**src/rtl/uart_rx_pkg.sv**
```systemverilog
// Shared state encoding and constants for the UART receive controller.
package uart_rx_pkg;

  localparam int DATA_WIDTH = 8;
  localparam int BIT_CNT_W  = 4;

  localparam logic PAR_EVEN = 1'b0;
  localparam logic PAR_ODD  = 1'b1;

  typedef enum logic [2:0] {
    IDLE   = 3'd0,
    START  = 3'd1,
    DATA   = 3'd2,
    PARITY = 3'd3,
    STOP   = 3'd4
  } rx_state_t;

endpackage

```
**src/rtl/uart_rx_edge_bit_counter.sv**
```systemverilog
// Oversampling edge counter with wrap-driven bit counter; both held at 0 while disabled.
module uart_rx_edge_bit_counter
  import uart_rx_pkg::*;
(
  input  logic                 clk,
  input  logic                 rst,
  input  logic                 enable,
  input  logic [4:0]           prescale,
  output logic [4:0]           edge_cnt,
  output logic [BIT_CNT_W-1:0] bit_cnt,
  output logic                 end_of_bit
);

  assign end_of_bit = enable && (edge_cnt == (prescale - 5'd1));

  always_ff @(posedge clk or negedge rst) begin
    if (!rst) begin
      edge_cnt <= '0;
      bit_cnt  <= '0;
    end else if (!enable) begin
      edge_cnt <= '0;
      bit_cnt  <= '0;
    end else if (end_of_bit) begin
      edge_cnt <= '0;
      bit_cnt  <= bit_cnt + 1'b1;
    end else begin
      edge_cnt <= edge_cnt + 5'd1;
    end
  end

endmodule

```
**src/rtl/uart_rx_ctrl.sv**
```systemverilog
// UART receive frame controller: start detect, LSB-first deserialize, parity/stop check.
//   state  | meaning
//   IDLE   | line idle, waiting for rx_in low
//   START  | start bit; high vote at end of bit is a glitch
//   DATA   | shifting in DATA_WIDTH payload bits
//   PARITY | checking optional parity bit
//   STOP   | checking stop bit, strobing good bytes
module uart_rx_ctrl
  import uart_rx_pkg::*;
#(
  parameter int DATA_WIDTH = uart_rx_pkg::DATA_WIDTH
) (
  input  logic                  clk,
  input  logic                  rst,
  input  logic                  rx_in,
  input  logic [4:0]            prescale,
  input  logic                  par_en,
  input  logic                  par_typ,
  input  logic                  sampled_bit,
  output logic                  en_sampler,
  output logic [4:0]            edge_cnt,
  output logic [DATA_WIDTH-1:0] p_data,
  output logic                  data_valid,
  output logic                  par_err,
  output logic                  stp_err
);

  rx_state_t             state_q, state_d;
  logic [4:0]            prescale_q;
  logic                  par_en_q, par_typ_q;
  logic [DATA_WIDTH-1:0] shift_q;
  logic [BIT_CNT_W-1:0]  bit_cnt;
  logic                  end_of_bit;
  logic                  start_det;
  logic                  par_exp;

  assign start_det = (state_q == IDLE) && !rx_in;

  uart_rx_edge_bit_counter u_cnt (
    .clk        (clk),
    .rst        (rst),
    .enable     (state_q != IDLE),
    .prescale   (prescale_q),
    .edge_cnt   (edge_cnt),
    .bit_cnt    (bit_cnt),
    .end_of_bit (end_of_bit)
  );

  always_ff @(posedge clk or negedge rst) begin
    if (!rst) state_q <= IDLE;
    else      state_q <= state_d;
  end

  always_comb begin
    state_d = state_q;
    unique case (state_q)
      IDLE:   if (!rx_in) state_d = START;
      START:  if (end_of_bit) state_d = sampled_bit ? IDLE : DATA;
      DATA:   if (end_of_bit && (bit_cnt == BIT_CNT_W'(DATA_WIDTH)))
                state_d = par_en_q ? PARITY : STOP;
      PARITY: if (end_of_bit) state_d = STOP;
      STOP:   if (end_of_bit) state_d = IDLE;
      default: state_d = IDLE;
    endcase
  end

  always_comb begin
    par_exp = ^shift_q;
    case (par_typ_q)
      PAR_EVEN: par_exp = ^shift_q;
      PAR_ODD:  par_exp = ~^shift_q;
      default:  ;
    endcase
  end

  // Frame configuration is frozen at start detection so mid-frame changes are ignored.
  always_ff @(posedge clk or negedge rst) begin
    if (!rst) begin
      prescale_q <= '0;
      par_en_q   <= 1'b0;
      par_typ_q  <= 1'b0;
      shift_q    <= '0;
      p_data     <= '0;
      data_valid <= 1'b0;
      par_err    <= 1'b0;
      stp_err    <= 1'b0;
      en_sampler <= 1'b0;
    end else begin
      data_valid <= 1'b0;
      en_sampler <= (state_d != IDLE);
      if (start_det) begin
        prescale_q <= prescale;
        par_en_q   <= par_en;
        par_typ_q  <= par_typ;
        par_err    <= 1'b0;
        stp_err    <= 1'b0;
      end
      if (end_of_bit) begin
        case (state_q)
          DATA:   shift_q <= {sampled_bit, shift_q[DATA_WIDTH-1:1]};
          PARITY: par_err <= (sampled_bit != par_exp);
          STOP: begin
            stp_err <= ~sampled_bit;
            if (!par_err && sampled_bit) begin
              p_data     <= shift_q;
              data_valid <= 1'b1;
            end
          end
          default: ;
        endcase
      end
    end
  end

endmodule

```
**config.mk**
```make
export PLATFORM = sky130hd
export DESIGN_NAME = uart_rx_ctrl
export DESIGN_NICKNAME = d
export VERILOG_FILES = /design/src/rtl/uart_rx_pkg.sv /design/src/rtl/uart_rx_edge_bit_counter.sv /design/src/rtl/uart_rx_ctrl.sv
export SDC_FILE = /design/constraint.sdc
export NUM_CORES = 1
export LEC_CHECK = 0
export CORE_MARGIN = 1
export CORE_UTILIZATION = 58
export DETAILED_ROUTE_END_ITERATION = 8
export PLACE_DENSITY_LB_ADDON = 0.1
export SLEW_MARGIN = 25
export SYNTH_ARGS = -nofsm -noshare
export SYNTH_HDL_FRONTEND = slang
export SYNTH_SLANG_ARGS = --single-unit
```
**constraint.sdc**
```tcl
create_clock -name clk -period 5.8 [get_ports clk]
set_input_delay 0.58 -clock clk [delete_from_list [all_inputs] [get_ports clk]]
set_output_delay 0.58 -clock clk [all_outputs]
set_load 0.01 [all_outputs]
```
==> flow_results.org, run 1 <==
** Timing
- Final Hold Viols :: 0
- Static timing analysis puts the maximum clock frequency at 386 MHz.
- Unrepaired setup endpoints after global routing :: false
- Worst-case headroom to the max-slew limit :: 0.559
- Final hold analysis gives a worst-case slack of 0.525 ns.
- At the pin with the least slew margin, the transition time is 0.657 ns.
- Dividing the final minimum period by the clock period gives 0.447.
- In the final timing run, aggregate negative setup slack is 0 ns.
- Setup violations remaining at the end of the flow were counted as 0.
- The clock period could shrink to 2.59 ns.
- Setup slack closes at 3.21 ns.
- The number of max-slew violations in the final report came to 0.
- Final Skew :: 0.0160 ns

** Detailed routing
- Via count normalized by instance count :: 5.30
- Residual DRC :: 0
- The final layout contains routed wiring with a total length of 3370 um.
- Via count :: 1236
- Dividing the detail-routed wire length by the instance count gives 14.5 um.
- The first detailed-routing pass took 4 iterations.
- In this run the remaining antenna-violating nets after routing total 0.
- In this run, the number of DRC markers left after iteration 0 of detailed routing was 28.

** Clock network
- H-tree depth :: 2
- In this run the clock root is driven by a sky130_fd_sc_hd__clkbuf_4.
- Clock sink count :: 39
- After clock tree synthesis, the clock-pin slew on the worst setup and hold paths is 0.11 ns.
- Insertion delay to the later sink of the worst-skew pair :: 0.35 ns
- Number of instances resized during post-cts repair :: 0
- The number of clock buffers added by TritonCTS is 5.
- Post-cts hold buffer count :: 0
- The number of setup buffers added after CTS is 0.
- CTS tree :: yes
- Maximum number of buffers from clock root to sink :: 2

** Setup path
- Type of the worst setup path :: reg2reg
- STA puts the critical path data required time at 6.03 ns.
- Largest fanout on the critical path :: 18
- STA puts the critical path data arrival time at 2.83 ns.
- STA classifies the critical path endpoint as a flip-flop.
- Crit path launch type :: flip-flop

** Yosys
- Mux cell area share after synthesis :: 0.169
- The compound-cell area share of the yosys netlist came to 0.0706.
- Of the total synthesized cell area, the portion taken by XOR and XNOR cells is 0.0861.
- Adder-cell share of the synthesized area :: 0.0259
- Per-instance average area after synthesis :: 12.2 um2
- Counting every net in the synthesized netlist gives 174.
- Synthesis instantiated 31 different standard cells from the library.
- After synthesis the cells add up to 0.00193 mm2.
- Dominant combinational cell family by area after synthesis :: multiplexers
- After synthesis the netlist holds a flip-flop and latch count of 39.
- For this run, the register share of the synthesized area comes to 0.505.
- The Yosys step of the flow raised 0 warnings.
- Cells after Synth :: 159
- Simple-gate portion of the synthesized area :: 0.104

** Cells and area
- At the end of the flow the core is filled with cells to 0.741.
- The area growth from synthesis to layout is 19.0%.
- Final Instance Area :: 0.00230 mm2
- Number of nets in the final layout :: 204
- The repair_antennas step left the layout with diodes totalling 0.
- Of the cells placed in the final design, the portion with a size suffix greater than 1 is 0.180.

** Placed design
- Half-perimeter wire length after detailed placement :: 2410 um
- Last weighted congestion value of the routability-driven placer :: 0.853
- Post-Place Worst Slack :: 3.24 ns
- Input/output buffers :: 27
- After detailed placement, the total cell area comes to 0.00223 mm2.

** Die
- Row cnt :: 20
- Initial Util :: 0.623
- The floorplan step set the die width to 59.7 um.
- 28 I/O pins were placed.
- The floorplan step defined a core boundary enclosing 0.00310 mm2.
- The die covers 0.00357 mm2.
- Die Span Y :: 59.7 um

** Power and ir drop
- The share of total power dissipated in combinational logic is 0.406.
- For this design the ratio of total power to cell area is 412 mW/mm2.
- The share of total power dissipated in the clock network is 0.149.
- Static power due to leakage :: 0.00106 uW
- The share of total power dissipated in sequential elements is 0.445.
- The internal portion of the total power is 599 uW.
- Of the total power, the share spent switching nets is 0.367.
- Across the VDD grid, the largest voltage drop is 234 uV.
- For this design the total switching power over the nets is 347 uW.

** Global route
- Pin count of the biggest net entering global routing :: 40
- Number of global-route vias before repair :: 1210
- Antenna violations before repair :: 0
- Summed over all layers, the global routing overflow is 0.
- Across every metal layer, demand over resource in global routing totals 0.225.
- Wire length of the first global-routing pass :: 5710 um

** Run status
- The flow ran to the end, and the final reports show no timing, DRC or antenna violations.

** Min path
- In this run the worst hold path is classified as reg2reg.

** Job
- Max-cap viol count :: 0
state kept, by name, indices dropped and copies added, names as in the netlist:
| register | flops |
|---|---|
| en_sampler | 1 |
| par_en_q | 1 |
| stp_err | 1 |
| par_typ_q | 1 |
| prescale_q | 5 |
| p_data | 8 |
| data_valid | 1 |
| state_q | 3 |
| par_err | 1 |
| u_cnt.bit_cnt | 4 |
| u_cnt.edge_cnt | 5 |
| shift_q | 8 |
path summary, 6_finish.rpt:
path	startpoint	endpoint	slack [ns]	cells after the start
max in group asynchronous	rst	p_data[5]$_DFFE_PN0P_	4.80	2
hold reg to reg	p_data[6]$_DFFE_PN0P_	p_data[6]$_DFFE_PN0P_	0.53	1
setup reg to reg	prescale_q[0]$_DFFE_PN0P_	p_data[5]$_DFFE_PN0P_	3.21	8
min in group asynchronous	rst	u_cnt.edge_cnt[3]$_DFF_PN0_	0.65	2
setup / recovery	prescale_q[0]$_DFFE_PN0P_	p_data[5]$_DFFE_PN0P_	3.21	8
hold / removal	p_data[6]$_DFFE_PN0P_	p_data[6]$_DFFE_PN0P_	0.53	1
cell type report:
cell class | instances | area (um2)
sequential | 39 | 976
multi-input combinational | 104 | 888
fill | 229 | 805
timing repair buffer | 29 | 285
tap | 44 | 55.1
clock buffer | 6 | 51.3
inverter | 10 | 37.5
clock inverter | 1 | 5.00
cells by family (layout without fill, tap and decap cells):
kind of cell / after synthesis / after routing
buffers and inverters: 16 / 46
AO/OA/AOI/OAI: 18 / 18
adder cells (fa/ha/maj): 4 / 4
multiplexers: 24 / 24
XOR/XNOR: 19 / 19
flip-flops: 39 / 39
AND/OR/NAND/NOR: 39 / 39
power groups by stage:
stage / logic (uW) / registers [uW] / clock network (uW)
after detailed placement: 386 / 422 / 0
after CTS: 388 / 419 / 144
after global routing: 426 / 432 / 158
after global placement: 371 / 417 / 0
final: 384 / 421 / 141
after floorplan: 287 / 403 / 0
cell usage after synthesis:
cell,instances,share of area
sky130_fd_sc_hd__dfrtp_1,39,0.51
sky130_fd_sc_hd__mux2_4,16,0.12
sky130_fd_sc_hd__nor2_1,14,0.027
sky130_fd_sc_hd__xnor2_1,14,0.063
sky130_fd_sc_hd__inv_1,10,0.019
sky130_fd_sc_hd__o21ai_0,7,0.018
sky130_fd_sc_hd__mux2_2,5,0.029
sky130_fd_sc_hd__nand3_1,5,0.013
sky130_fd_sc_hd__nor3_1,5,0.013
sky130_fd_sc_hd__xor2_1,5,0.023
sky130_fd_sc_hd__ha_1,4,0.026
sky130_fd_sc_hd__nand2_1,4,0.0078
sky130_fd_sc_hd__or3_1,4,0.013
sky130_fd_sc_hd__clkbuf_1,3,0.0058
sky130_fd_sc_hd__mux2i_1,3,0.016
sky130_fd_sc_hd__nand2b_1,3,0.0097
sky130_fd_sc_hd__a21oi_1,2,0.0052
sky130_fd_sc_hd__buf_6,2,0.012
sky130_fd_sc_hd__nand3b_1,2,0.0078
sky130_fd_sc_hd__a211oi_2,1,0.0065
sky130_fd_sc_hd__a21boi_1,1,0.0039
sky130_fd_sc_hd__buf_2,1,0.0026
sky130_fd_sc_hd__nand4bb_1,1,0.0058
sky130_fd_sc_hd__nor4_2,1,0.0065
sky130_fd_sc_hd__o211ai_1,1,0.0039
sky130_fd_sc_hd__o221a_2,1,0.0058
sky130_fd_sc_hd__o2bb2ai_1,1,0.0045
sky130_fd_sc_hd__o311ai_2,1,0.0084
sky130_fd_sc_hd__o31a_1,1,0.0045
sky130_fd_sc_hd__o31ai_1,1,0.0039
sky130_fd_sc_hd__o41a_1,1,0.0058
through the flow:
| step | total power [uW] | std cells |
|---|---|---|
| final | 946 | 233 |
| after global routing | 1020 | 233 |
| after CTS | 950 | 233 |
| after detailed placement | 808 | 226 |
| after global placement | 788 | 226 |
| after floorplan | 690 | 159 |
layer usage:
metal  vias to the layer above  GRT usage  part of all wire
met2                        32      0.308              0.45
met3                        11     0.0887             0.045
met1                       592      0.317              0.48
met4                         0     0.0963             0.025
met5                         -          0                 0
li1                        601          -                 -
cell usage in the layout, fill, tap and decap left out:
| master | count |
|---|---|
| sky130_fd_sc_hd__a211oi_2 | 1 |
| sky130_fd_sc_hd__a21boi_1 | 1 |
| sky130_fd_sc_hd__a21oi_1 | 2 |
| sky130_fd_sc_hd__buf_4 | 2 |
| sky130_fd_sc_hd__clkbuf_4 | 5 |
| sky130_fd_sc_hd__clkbuf_8 | 1 |
| sky130_fd_sc_hd__clkdlybuf4s50_1 | 27 |
| sky130_fd_sc_hd__clkinv_2 | 1 |
| sky130_fd_sc_hd__dfrtp_1 | 39 |
| sky130_fd_sc_hd__ha_1 | 4 |
| sky130_fd_sc_hd__inv_1 | 10 |
| sky130_fd_sc_hd__mux2_2 | 5 |
| sky130_fd_sc_hd__mux2_4 | 16 |
| sky130_fd_sc_hd__mux2i_1 | 3 |
| sky130_fd_sc_hd__nand2_1 | 4 |
| sky130_fd_sc_hd__nand2b_1 | 3 |
| sky130_fd_sc_hd__nand3_1 | 5 |
| sky130_fd_sc_hd__nand3b_1 | 2 |
| sky130_fd_sc_hd__nand4bb_1 | 1 |
| sky130_fd_sc_hd__nor2_1 | 14 |
| sky130_fd_sc_hd__nor3_1 | 5 |
| sky130_fd_sc_hd__nor4_4 | 1 |
| sky130_fd_sc_hd__o211ai_1 | 1 |
| sky130_fd_sc_hd__o21ai_0 | 7 |
| sky130_fd_sc_hd__o221a_2 | 1 |
| sky130_fd_sc_hd__o2bb2ai_1 | 1 |
| sky130_fd_sc_hd__o311ai_2 | 1 |
| sky130_fd_sc_hd__o31a_1 | 1 |
| sky130_fd_sc_hd__o31ai_1 | 1 |
| sky130_fd_sc_hd__o41a_1 | 1 |
| sky130_fd_sc_hd__or3_1 | 4 |
| sky130_fd_sc_hd__xnor2_1 | 14 |
| sky130_fd_sc_hd__xor2_1 | 5 |
worst max-delay path: stages (launching register included):
cell and delay, ns:
sky130_fd_sc_hd__dfrtp_1 0.42, sky130_fd_sc_hd__inv_1 0.10, sky130_fd_sc_hd__ha_1 0.24, sky130_fd_sc_hd__nand4bb_1 0.14, sky130_fd_sc_hd__a211oi_2 0.25, sky130_fd_sc_hd__o311ai_2 0.13, sky130_fd_sc_hd__buf_4 0.21, sky130_fd_sc_hd__or3_1 0.60
sky130_fd_sc_hd__mux2_4 0.39
Note: power is estimated with default switching activity, not from simulation.
==> run 2: changes to the inputs <==
CORE_UTILIZATION = 53   (was 58)
clock period = 2.4 ns   (was 5.8 ns; I/O delays follow)
==> flow_results.org, run 2 (synthesized netlist as in run 1, its figures left out) <==
** Timing
- Final setup TNS :: 0 ns (unchanged)
- Worst-case headroom to the max-slew limit :: 0.430 (-0.129)
- Final Hold Viols :: 17 (+17)
- Final Skew :: 0.0121 ns (-0.00383 ns)
- The slew at the pin closest to its max-slew limit was 0.854 ns (+0.198 ns).
- The final-report setup violation count came to 0 (unchanged).
- Final number of max-transition violations :: 0 (unchanged)
- Setup repair after global routing left no endpoint under its margin.
- The top achievable clock speed was 448 MHz (+16%).
- Post-layout minimum cycle time :: 2.23 ns (-0.360 ns)
- The tightest hold margin was -0.0128 ns (-0.538 ns).
- The final cycle utilization of the critical path was 0.931 (+0.483).

** Detailed routing
- Residual DRC :: 0 (unchanged)
- Post-DR wirelength/cell :: 14.7 um (+1.7%)
- The number of routed nets with antenna violations is 0 (unchanged).
- Via count normalized by instance count :: 5.35 (+0.81%)
- The count of vias placed by the detailed router is 1262 (+2.1%).
- Detailed Routing Iterations Pass 1 :: 4 (unchanged)
- The wire length reported by the detailed router came to 3470 um (+3.0%).
- The detailed router's first-iteration violation count is 85 (+200%).

** Clock network
- Clock tree synthesis selected as its root buffer the cell sky130_fd_sc_hd__clkbuf_4.
- Insertion delay to the later sink of the worst-skew pair :: 0.35 ns (about the same)
- Post-CTS Setup Repair Bufs :: 0 (unchanged)
- The number of sinks on the clock net came to 39 (unchanged).
- The hold buffer count at cts came to 0 (unchanged).
- The number of buffers added by the clock tree synthesis step came to 5 (unchanged).
- Maximum number of buffers from clock root to sink :: 2 (unchanged)
- H-tree depth :: 2 (unchanged)
- CTS tree :: yes
- The clock edge transition at the registers on the reported setup and hold paths is 0.12 ns (about the same).

** Global route
- The pin count of the biggest net entering global routing is 40 (unchanged).
- The via count of the first global-routing pass was 1315 (+8.7%).
- GR Overflow Total :: 0 (unchanged)
- The number of antenna violations at the first check in global routing is 0 (unchanged).
- The global-route wire length before repair was 6100 um (+6.9%).
- The total track usage was 0.202 (-0.0232).

** Run status
- The flow ran to the end, but the final reports show violations.
- The final reports fail on negative hold slack.

** Setup path
- Crit path launch type :: flip-flop
- Type of the worst setup path :: reg2reg
- Endpoint required time on the critical path :: 2.63 ns (-3.40 ns)
- The worst setup path is captured at a flip-flop.
- Largest fanout on the critical path :: 9 (-9)
- The endpoint arrival time on the critical path is 2.47 ns (-0.36 ns).

** Power and ir drop
- Ratio of total power to cell area :: 1040 mW/mm2 (+150%)
- Static power due to leakage :: 0.00108 uW (+1.7%)
- The peak ir drop on the vdd network came to 686 uV (+190%).
- The total power after layout came to 2420 uW (+160%).

** Die
- Die Wd :: 62.4 um (+4.5%)
- The number of top-level pins is 28 (unchanged).
- Core outline area :: 0.00342 mm2 (+10%)
- Die Span Y :: 62.4 um (+4.5%)
- The cell row count came to 21 (+5.0%).
- Initial Util :: 0.566 (-0.0570)
- Die outline area :: 0.00389 mm2 (+9.1%)

** Cells and area
- Share of cells above drive strength 1 :: 0.200 (+0.0201)
- Number of diodes added for antenna fixing :: 0 (unchanged)
- The library cell used most frequently in the layout, excluding fill and tap cells, is sky130_fd_sc_hd__dfrtp_1.
- The largest registers in the layout are p_data (8), shift_q (8).
- The area growth from synthesis to layout is 20.5%.
- The number of fill cells in the layout was 234 (+2.2%).
- The library cells used most frequently in the layout, excluding fill and tap cells, are sky130_fd_sc_hd__dfrtp_1, sky130_fd_sc_hd__clkdlybuf4s50_1, sky130_fd_sc_hd__mux2_4, sky130_fd_sc_hd__nor2_1, sky130_fd_sc_hd__xnor2_1.
- Number of nets in the final layout :: 204 (unchanged)

** Placed design
- The quantity of I/O buffers inserted on ports was 27 (unchanged).
- Half-perimeter wire length after detailed placement :: 2390 um (-0.83%)
- The final estimated routing congestion in global placement was 0.764 (-10%).

** Job
- The number of maximum-capacitance constraint violations came to 0 (unchanged).

** Min path
- The min-delay analysis places its worst path in the category in2async.
==> run 2: repair_timing <==
item                       4_1_cts  5_1_grt
hold endpoints to repair         0        0
setup endpoints to repair        0       16
resized for setup                0        2
==> run 2: routing by layer <==
metal  global-route usage  part of all wire  up-vias
li1                     -                 -      604
met1                0.269              0.46      617
met2                0.327              0.49       37
met3               0.0529             0.045        4
met4               0.0581            0.0084        0
met5                    0                 0        -
==> run 2: final timing paths <==
path                                                start                           end  slack [ns]  cells past startpoint
worst max-delay path            prescale_q[0]$_DFFE_PN0P_         p_data[7]$_DFFE_PN0P_        0.17                      7
worst min-delay path                                  rst   u_cnt.edge_cnt[1]$_DFF_PN0_       -0.01                      1
worst max register to register  prescale_q[0]$_DFFE_PN0P_         p_data[7]$_DFFE_PN0P_        0.17                      7
worst min register to register      p_data[4]$_DFFE_PN0P_         p_data[4]$_DFFE_PN0P_        0.53                      1
max in group asynchronous                             rst  u_cnt.bit_cnt[3]$_DFFE_PN0P_        1.87                      1
min in group clk                              prescale[1]     prescale_q[1]$_DFFE_PN0P_        0.44                      3
==> run 2: critical path: stages, from the launching register on <==
cell	delay, ns
sky130_fd_sc_hd__dfrtp_1	0.42
sky130_fd_sc_hd__inv_1	0.08
sky130_fd_sc_hd__ha_1	0.23
sky130_fd_sc_hd__nand4bb_1	0.15
sky130_fd_sc_hd__a211oi_2	0.26
sky130_fd_sc_hd__o311ai_2	0.16
sky130_fd_sc_hd__or3_4	0.49
sky130_fd_sc_hd__mux2_4	0.32
==> run 2: power breakdown <==
group          switching (uW)  internal, uW  total (uW)  leakage, uW
clock                     216           246         463    0.0000482
combinational             445           493         938     0.000518
sequential                197           817        1010     0.000510
total                     858          1560        2420      0.00108
==> run 2: cell type report <==
class	instances	area, um2	share of cell area
Clock buffer	6	51.3	0.0220
Clock inverter	2	35.0	0.0151
Inverter	10	37.5	0.0161
Multi-Input combinational cell	104	890	0.382
Sequential cell	39	976	0.419
Tap cell	46	57.6	0.0247
Timing Repair Buffer	29	280	0.120
==> run 2: per-stage QoR <==
step | area [um2] | utilization | instances | setup WS (ns)
5_1_grt | 2330 | 0.681 | 236 | 0.0962
2_1_floorplan | 1930 | - | 159 | 0.247
3_5_place_dp | 2230 | 0.653 | 228 | 0.0289
3_3_place_gp | 2230 | 0.653 | 228 | 0.123
6_report | 2330 | 0.681 | 236 | 0.167
4_1_cts | 2320 | 0.678 | 236 | 0.00610
